<file path="config.mk">
export PLATFORM = sky130hd
export DESIGN_NAME = fwd_scoreboard_flat
export DESIGN_NICKNAME = d
export VERILOG_FILES = /design/src/rtl/fwd_scoreboard_if.sv /design/src/rtl/fwd_scoreboard.sv /design/src/flat_wrapper.sv
export SDC_FILE = /design/constraint.sdc
export NUM_CORES = 1
export LEC_CHECK = 0
export ABC_CLOCK_PERIOD_IN_PS = 3040
export CORE_MARGIN = 4
export CORE_UTILIZATION = 39
export DETAILED_ROUTE_END_ITERATION = 10
export GPL_ROUTABILITY_DRIVEN = 0
export PLACE_DENSITY = 0.87
export SYNTH_ARGS = -nofsm -noshare
export SYNTH_HDL_FRONTEND = slang
export SYNTH_SLANG_ARGS = --single-unit
</file>
<file path="constraint.sdc">
create_clock -name clk -period 3.04 [get_ports clk]
set_clock_uncertainty 0.15 [all_clocks]
set_input_delay 0.304 -clock clk [delete_from_list [all_inputs] [get_ports clk]]
set_output_delay 0.304 -clock clk [all_outputs]
set_load 0.01 [all_outputs]
</file>
<file path="src/rtl/fwd_scoreboard_if.sv">
// Operand-forwarding bus between the EX stage and fwd_scoreboard.
// The master side drives the EX instruction and stage results; the slave side returns forwarding and stall.
interface fwd_scoreboard_if #(
  parameter int REG_ADDR_WIDTH = 5,
  parameter int REG_DATA_WIDTH = 32,
  parameter int NUM_SRC        = 2,
  parameter int DEPTH          = 3
);
  logic                               ex_valid;
  logic                               ex_regwrite;
  logic                               ex_memread;
  logic [REG_ADDR_WIDTH-1:0]          ex_rd;
  logic [NUM_SRC*REG_ADDR_WIDTH-1:0]  ex_rs;
  logic                               flush;
  logic [DEPTH*REG_DATA_WIDTH-1:0]    stage_data;
  logic [NUM_SRC-1:0]                 fwd_hit;
  logic [NUM_SRC*REG_DATA_WIDTH-1:0]  fwd_data;
  logic                               stall;

  modport master (
    output ex_valid, ex_regwrite, ex_memread, ex_rd, ex_rs, flush, stage_data,
    input  fwd_hit, fwd_data, stall
  );

  modport slave (
    input  ex_valid, ex_regwrite, ex_memread, ex_rd, ex_rs, flush, stage_data,
    output fwd_hit, fwd_data, stall
  );
endinterface

</file>
<file path="src/rtl/fwd_scoreboard.sv">
// Forwarding / load-use hazard unit tracking in-flight writers in a DEPTH-entry shift register.
// Optional stall cycle counter output stall_cnt enabled by macro FWD_STALL_CNT_EN.
module fwd_scoreboard #(
  parameter int REG_ADDR_WIDTH = 5,
  parameter int REG_DATA_WIDTH = 32,
  parameter int NUM_SRC        = 2,
  parameter int DEPTH          = 3,
  parameter int LOAD_LAT       = 1
) (
  input  logic              clk,
  input  logic              rst,
  fwd_scoreboard_if.slave   bus
`ifdef FWD_STALL_CNT_EN
  ,
  output logic [31:0]       stall_cnt
`endif
);

  logic                      r_v  [DEPTH];
  logic                      r_ld [DEPTH];
  logic [REG_ADDR_WIDTH-1:0] r_rd [DEPTH];

  logic [NUM_SRC-1:0]                w_hit;
  logic [NUM_SRC-1:0]                w_not_ready;
  logic [NUM_SRC*REG_DATA_WIDTH-1:0] w_fwd_data;
  logic                              w_stall;
  logic                              w_push;

  genvar gi;
  generate
    for (gi = 0; gi < NUM_SRC; gi++) begin : g_src
      logic [REG_ADDR_WIDTH-1:0] w_rs;
      logic                      w_found;
      logic                      w_ready;
      logic [REG_DATA_WIDTH-1:0] w_data;

      assign w_rs = bus.ex_rs[gi*REG_ADDR_WIDTH +: REG_ADDR_WIDTH];

      // Scan oldest to youngest so the youngest match overwrites older ones.
      always_comb begin
        w_found = 1'b0;
        w_ready = 1'b0;
        w_data  = '0;
        for (int k = DEPTH - 1; k >= 0; k--) begin
          if (r_v[k] && (r_rd[k] == w_rs) && (w_rs != '0)) begin
            w_found = 1'b1;
            w_ready = !r_ld[k] || (k >= LOAD_LAT);
            w_data  = bus.stage_data[k*REG_DATA_WIDTH +: REG_DATA_WIDTH];
          end
        end
      end

      assign w_hit[gi]       = w_found & w_ready;
      assign w_not_ready[gi] = w_found & ~w_ready;
      assign w_fwd_data[gi*REG_DATA_WIDTH +: REG_DATA_WIDTH] = w_hit[gi] ? w_data : '0;
    end
  endgenerate

  assign w_stall = bus.ex_valid & ~bus.flush & (|w_not_ready);
  assign w_push  = bus.ex_valid & bus.ex_regwrite & (bus.ex_rd != '0) & ~w_stall & ~bus.flush;

  assign bus.fwd_hit  = w_hit;
  assign bus.fwd_data = w_fwd_data;
  assign bus.stall    = w_stall;

  always_ff @(posedge clk) begin
    if (rst) begin
      r_v[0]  <= 1'b0;
      r_ld[0] <= 1'b0;
      r_rd[0] <= '0;
    end else begin
      r_v[0]  <= w_push;
      r_ld[0] <= w_push & bus.ex_memread;
      r_rd[0] <= w_push ? bus.ex_rd : '0;
    end
  end

  generate
    for (gi = 1; gi < DEPTH; gi++) begin : g_shift
      always_ff @(posedge clk) begin
        if (rst) begin
          r_v[gi]  <= 1'b0;
          r_ld[gi] <= 1'b0;
          r_rd[gi] <= '0;
        end else begin
          r_v[gi]  <= r_v[gi-1];
          r_ld[gi] <= r_ld[gi-1];
          r_rd[gi] <= r_rd[gi-1];
        end
      end
    end
  endgenerate

`ifdef FWD_STALL_CNT_EN
  logic [31:0] r_stall_cnt;

  always_ff @(posedge clk) begin
    if (rst) begin
      r_stall_cnt <= '0;
    end else if (w_stall && (r_stall_cnt != 32'hFFFF_FFFF)) begin
      r_stall_cnt <= r_stall_cnt + 32'd1;
    end
  end

  assign stall_cnt = r_stall_cnt;
`endif

endmodule

</file>
<file path="src/flat_wrapper.sv">
// flat-port wrapper written by rule: the top's interface ports become plain ports
module fwd_scoreboard_flat 
#(
  parameter int REG_ADDR_WIDTH = 5,
  parameter int REG_DATA_WIDTH = 32,
  parameter int NUM_SRC        = 2,
  parameter int DEPTH          = 3,
  parameter int LOAD_LAT       = 1
)
  (clk, rst, bus_ex_valid, bus_ex_regwrite, bus_ex_memread, bus_ex_rd, bus_ex_rs, bus_flush, bus_stage_data, bus_fwd_hit, bus_fwd_data, bus_stall);
  fwd_scoreboard_if #(.REG_ADDR_WIDTH(REG_ADDR_WIDTH), .REG_DATA_WIDTH(REG_DATA_WIDTH), .NUM_SRC(NUM_SRC), .DEPTH(DEPTH)) bus_i ();
  input  logic clk;
  input  logic rst;
  input wire logic [$bits(bus_i.ex_valid)-1:0] bus_ex_valid;
  input wire logic [$bits(bus_i.ex_regwrite)-1:0] bus_ex_regwrite;
  input wire logic [$bits(bus_i.ex_memread)-1:0] bus_ex_memread;
  input wire logic [$bits(bus_i.ex_rd)-1:0] bus_ex_rd;
  input wire logic [$bits(bus_i.ex_rs)-1:0] bus_ex_rs;
  input wire logic [$bits(bus_i.flush)-1:0] bus_flush;
  input wire logic [$bits(bus_i.stage_data)-1:0] bus_stage_data;
  output wire logic [$bits(bus_i.fwd_hit)-1:0] bus_fwd_hit;
  output wire logic [$bits(bus_i.fwd_data)-1:0] bus_fwd_data;
  output wire logic [$bits(bus_i.stall)-1:0] bus_stall;
  assign bus_i.ex_valid = bus_ex_valid;
  assign bus_i.ex_regwrite = bus_ex_regwrite;
  assign bus_i.ex_memread = bus_ex_memread;
  assign bus_i.ex_rd = bus_ex_rd;
  assign bus_i.ex_rs = bus_ex_rs;
  assign bus_i.flush = bus_flush;
  assign bus_i.stage_data = bus_stage_data;
  assign bus_fwd_hit = bus_i.fwd_hit;
  assign bus_fwd_data = bus_i.fwd_data;
  assign bus_stall = bus_i.stall;
  fwd_scoreboard #(.REG_ADDR_WIDTH(REG_ADDR_WIDTH), .REG_DATA_WIDTH(REG_DATA_WIDTH), .NUM_SRC(NUM_SRC), .DEPTH(DEPTH), .LOAD_LAT(LOAD_LAT)) u_core (.clk(clk), .rst(rst), .bus(bus_i));
endmodule
</file>
# == Word-level counts from Yosys, hierarchy flattened ==
# Memory sizes are Yosys's and may differ from the RTL's.
# Cells that the tools add are included.
# op_classes
order_cmp,0
mux,29
n_mul,0
shifts,0
n_reduce_logical,17
addsub,0
div,0
n_eq_ne,6
n_bitwise,24
# ops
op,n
$mux W32,8
$eq A5 B5 Y1,6
$mux W5,4
$mux W1,17
$reduce_bool A5 Y1,3
$logic_and A1 B1 Y1,12
$and A1 B1 Y1,11
$or A1 B1 Y1,9
$not A1 Y1,4
$reduce_or A2 Y1,1
$logic_not A1 Y1,1
# totals
inputBits,117
n_memories,3
wordCells,79
ram_bits,21
reg_bits,0
latchBits,0
output_inout_bits,67
mem_bits_ro,0
# memory_table
name,words,width,rd,rd_clocked_by_memory_dff,write_ports,line_no,text
u_core.r_rd,3,5,3,0,3,fwd_scoreboard.sv:21,logic [REG_ADDR_WIDTH-1:0] r_rd [DEPTH];
u_core.r_ld,3,1,2,0,3,fwd_scoreboard.sv:20,logic r_ld [DEPTH];
u_core.r_v,3,1,3,0,3,fwd_scoreboard.sv:19,logic r_v [DEPTH];

# == Logic depth before layout (Yosys ltp) ==
# depth
ltp_word,15
depth_mapped,7
ltp_nobuf,5

# == Least setup slack after synthesis ==
# No wires, ideal clock.
# synth_path
path_kind,in2out
start,in bus_ex_rs[6]
end,out bus_fwd_data[41]
slack_ns,0.694
arrival_time_ns,1.892
required_time_ns,2.586
n_path_buf,1
path_stages,6
cell_sequence,or4_4 > a21bo_1 > a311oi_4 > buf_6 > nand3_1 > a22oi_1
# synth_between
elab_chain_cells,8
elab_cells_between_ends,19
cone_classes,eq/ne (3); mux (8); bitwise (1); reduce/logical (7)
# synth_rtl
element,line_no,text
start: declaration,flat_wrapper.sv:18,input wire logic [$bits(bus_i.ex_rs)-1:0] bus_ex_rs;
$eq A5 B5 Y1,fwd_scoreboard.sv:45,if (r_v[k] && (r_rd[k] == w_rs) && (w_rs != '0)) begin
$logic_and A1 B1 Y1 (2 in a row),fwd_scoreboard.sv:45,
$mux W1 (3 in a row),fwd_scoreboard.sv:45,
$and A1 B1 Y1,fwd_scoreboard.sv:53,assign w_hit[gi] = w_found & w_ready;
$mux W32 (*),fwd_scoreboard.sv:55,assign w_fwd_data[gi*REG_DATA_WIDTH +: REG_DATA_WIDTH] = w_hit[gi] ? w_data : '0;
end: declaration,flat_wrapper.sv:22,output wire logic [$bits(bus_i.fwd_data)-1:0] bus_fwd_data;
# Every way passes the cells marked *; elsewhere a longest branch is shown, timed or not.

# == Final worst setup path ==
# layout_path
start,in bus_ex_rs[2]
end,out bus_fwd_data[25]
# Same word-level chain as after synthesis.

==> impl_metrics.json <==
{
  "outcome": "finished, final reports clean",
  "vias_per_cell": 6.34,
  "nets": 710,
  "dp_slack_ns": -0.333,
  "cts_inserted_buffers": 3,
  "startpoint_type": "input pin",
  "powerDensity_nw_per_um2": 148,
  "setup_viol": 0,
  "worstSetupEndpointType": "output port",
  "start_util_pct": 40.1,
  "synth_largest_area_cell": "a22oi_1",
  "p_int_w": 0.000540,
  "die-area_um2": 8340,
  "seqPwrFrac_pct": 33.7,
  "synthCells": 390,
  "synth_cell_types": 40,
  "ys_top_cells_by_count": "56 x nand3_1, 55 x a31oi_1, 53 x a22oi_1",
  "detail-route-antenna-nets": 0,
  "swShare_pct": 29.6,
  "die_h_um": 91.3,
  "synthFlopType": "dfxtp_1",
  "cts.sinks": 19,
  "synth-seq-cells": 19,
  "ys_seq_area_share_pct": 14.0,
  "slowest_stage": "clkdlybuf4s50_1",
  "timing.final.ws_setup_ns": 0.0655,
  "fmax_ghz": 0.336,
  "syn_area_um2": 2710,
  "vias": 4263,
  "clock_tree.root_cell": "clkbuf_8",
  "drt-pass1-iter-count": 6,
  "switching_power_w": 0.000227,
  "die_w_um": 91.3,
  "crit_fanout": 17,
  "grt_max_degree": 36,
  "drc": 0,
  "worstSetupPathType": "in2out",
  "io_pins": 184,
  "slowest_delay_ns": 0.58,
  "grt_pass1_wl_mm": 20.5,
  "post-route-period-util_pct": 97.8,
  "p_clk_share_pct": 24.2,
  "hold_class": "reg2reg",
  "insertion_delay_ns": 0.26,
  "antenna_cells": 0,
  "cts-htree-levels": 1,
  "p_leak_nw": 2.30,
  "worstPathRequired_ns": 2.59,
  "synth_area_leaders": "a22oi_1 15%, dfxtp_1 14%, a31oi_1 13%",
  "crit_chain": "clkbuf_2, or4_4, nor2_1, nor3_4, buf_4, clkbuf_16, a22oi_1, clkdlybuf4s50_1",
  "cts_tree": "built",
  "synth_top_cell_area_share_pct": 14.7,
  "hold_slack_ns": 0.358,
  "dp_hpwl_mm": 9.49,
  "avgSynthCellArea_um2": 6.95,
  "drtIter0Drc": 299,
  "tightest_slew_ns": 0.601,
  "syn_nets": 507,
  "maxSlewHeadroom_pct": 59.9,
  "grt_pass1_vias": 4293,
  "grt_usage_pct": 29.6,
  "crit_buf_inv": 4,
  "arrival_ns": 2.52,
  "max_cap_viol_count": 0,
  "async_reset_ff_share_pct": 0,
  "routed_wl_mm": 13.5,
  "cts_buffer_depth": 2,
  "report.final.hold_viol_count": 0,
  "peakVddDrop_v": 0.000236,
  "num_rows": 30,
  "cp_top_family": "buffers and inverters",
  "wl_per_cell_um": 20.1,
  "gr-total-overflow": 0,
  "synth-warning-count": 0,
  "yosysMostFrequentCell": "nand3_1",
  "fin_crit_ns": 2.97,
  "drive_above_1_share_pct": 17.4,
  "core_area_um2": 6760,
  "slew_viol_final": 0,
  "antenna_found_initial": 0,
  "area_delta_synth_final_pct": 91.2,
  "synth_enable_flop_cells": 0,
  "io_buffers": 183,
  "clkTransAtPathRegs_ns": 0.07,
  "pwr-share-comb_pct": 42.1
}
## repair_timing
item | CTS | global route
resized for setup | 115 | 23
buffers inserted | 6 | 5
cloned | 2 | 2
setup endpoints to repair | 67 | 54
pin swaps | 7 | 5
hold buffers | 0 | 0
## metal layers
layer / vias up / track usage (%) / part of all wire (%)
met3: 62 / 6.63 / 11
met4: 0 / 10.2 / 3.8
met5: - / 0 / 0
met1: 1973 / 33.7 / 36
li1: 1925 / - / -
met2: 303 / 53.8 / 49
## per-stage QoR
stage / cells / cell area [um^2] / utilization, % / TNS (ns) / total power, W
final: 672 / 5180 / 76.6 / 0 / 0.000767
after global routing: 672 / 5180 / 76.6 / -0.0277 / 0.000801
after CTS: 665 / 5050 / 74.8 / -0.0436 / 0.000758
after detailed placement: 654 / 4880 / 72.3 / -17.35 / 0.000569
after global placement: 654 / 4880 / 72.3 / -14.74 / 0.000561
after floorplan: 390 / 2710 / - / 0 / 0.000341
## worst paths after layout
kind                          start           endpoint  slack [ns]  cells after the start
hold / removal    u_core.r_rd[0][2]  u_core.r_rd[1][2]        0.36                      1
setup reg to reg  u_core.r_rd[0][3]     u_core.r_ld[0]        1.02                      7
hold reg to reg   u_core.r_rd[0][2]  u_core.r_rd[1][2]        0.36                      1
setup / recovery       bus_ex_rs[2]   bus_fwd_data[25]        0.07                      8
## flip-flops by register name, summed over array words and instances (netlist names)
signal and cells:
u_core.r_ld 1, u_core.r_rd 15, u_core.r_v 3
## cell usage in the layout (no fill, tap or decap), types with 3 or more instances in the layout
cell             instances
dfxtp_1                 17
nand4_1                  9
a21oi_1                  9
a311oi_2                 3
and2_1                   5
buf_2                    4
clkdlybuf4s15_2          6
clkdlybuf4s50_1        113
dlymetal6s2s_1          10
clkbuf_8                 3
xnor2_1                 23
nor3_1                   4
nor2_1                  11
a31oi_1                 55
a22oi_1                 53
buf_4                   48
buf_12                   6
clkbuf_2                 4
nor2b_1                 13
xnor2_2                  3
nand2b_1                32
a22oi_2                  4
dlygate4sd2_1           33
nand2_1                 12
nand3_1                 56
clkdlybuf4s15_1         13
## logic make-up (layout without fill, tap and decap cells)
group,Yosys count,count (layout),synth area share (%)
simple gates,155,155,31.1
buf+inv,46,248,7.62
compound gates,141,141,37.8
flops,19,19,14.0
xor+xnor,28,28,9.05
mux,1,1,0.370
## worst reg2reg max path, cell delays in order (launching register included)
cell     delay [ns]
dfxtp_1        0.35
xnor2_1        0.23
nand4_1        0.20
nor4_4         0.32
buf_4          0.28
o211a_1        0.19
buf_4          0.15
nor3b_1        0.05
## layout make-up
type	instances	area [um^2]
inverter	1	3.75
fill	524	1580
multi-input combinational	325	2250
timing repair buffer	243	2390
clock buffer	3	41.3
tap	80	100
clock inverter	1	7.51
sequential	19	383
## power groups by stage
stage / clock network [W] / logic [W] / registers, W
2_1_floorplan: 0 / 0.0000813 / 0.000260
3_3_place_gp: 0 / 0.000298 / 0.000264
3_5_place_dp: 0 / 0.000305 / 0.000264
4_1_cts: 0.000185 / 0.000315 / 0.000258
5_1_grt: 0.000201 / 0.000341 / 0.000259
6_report: 0.000186 / 0.000323 / 0.000258
Note: power is estimated with default switching activity, not from simulation.
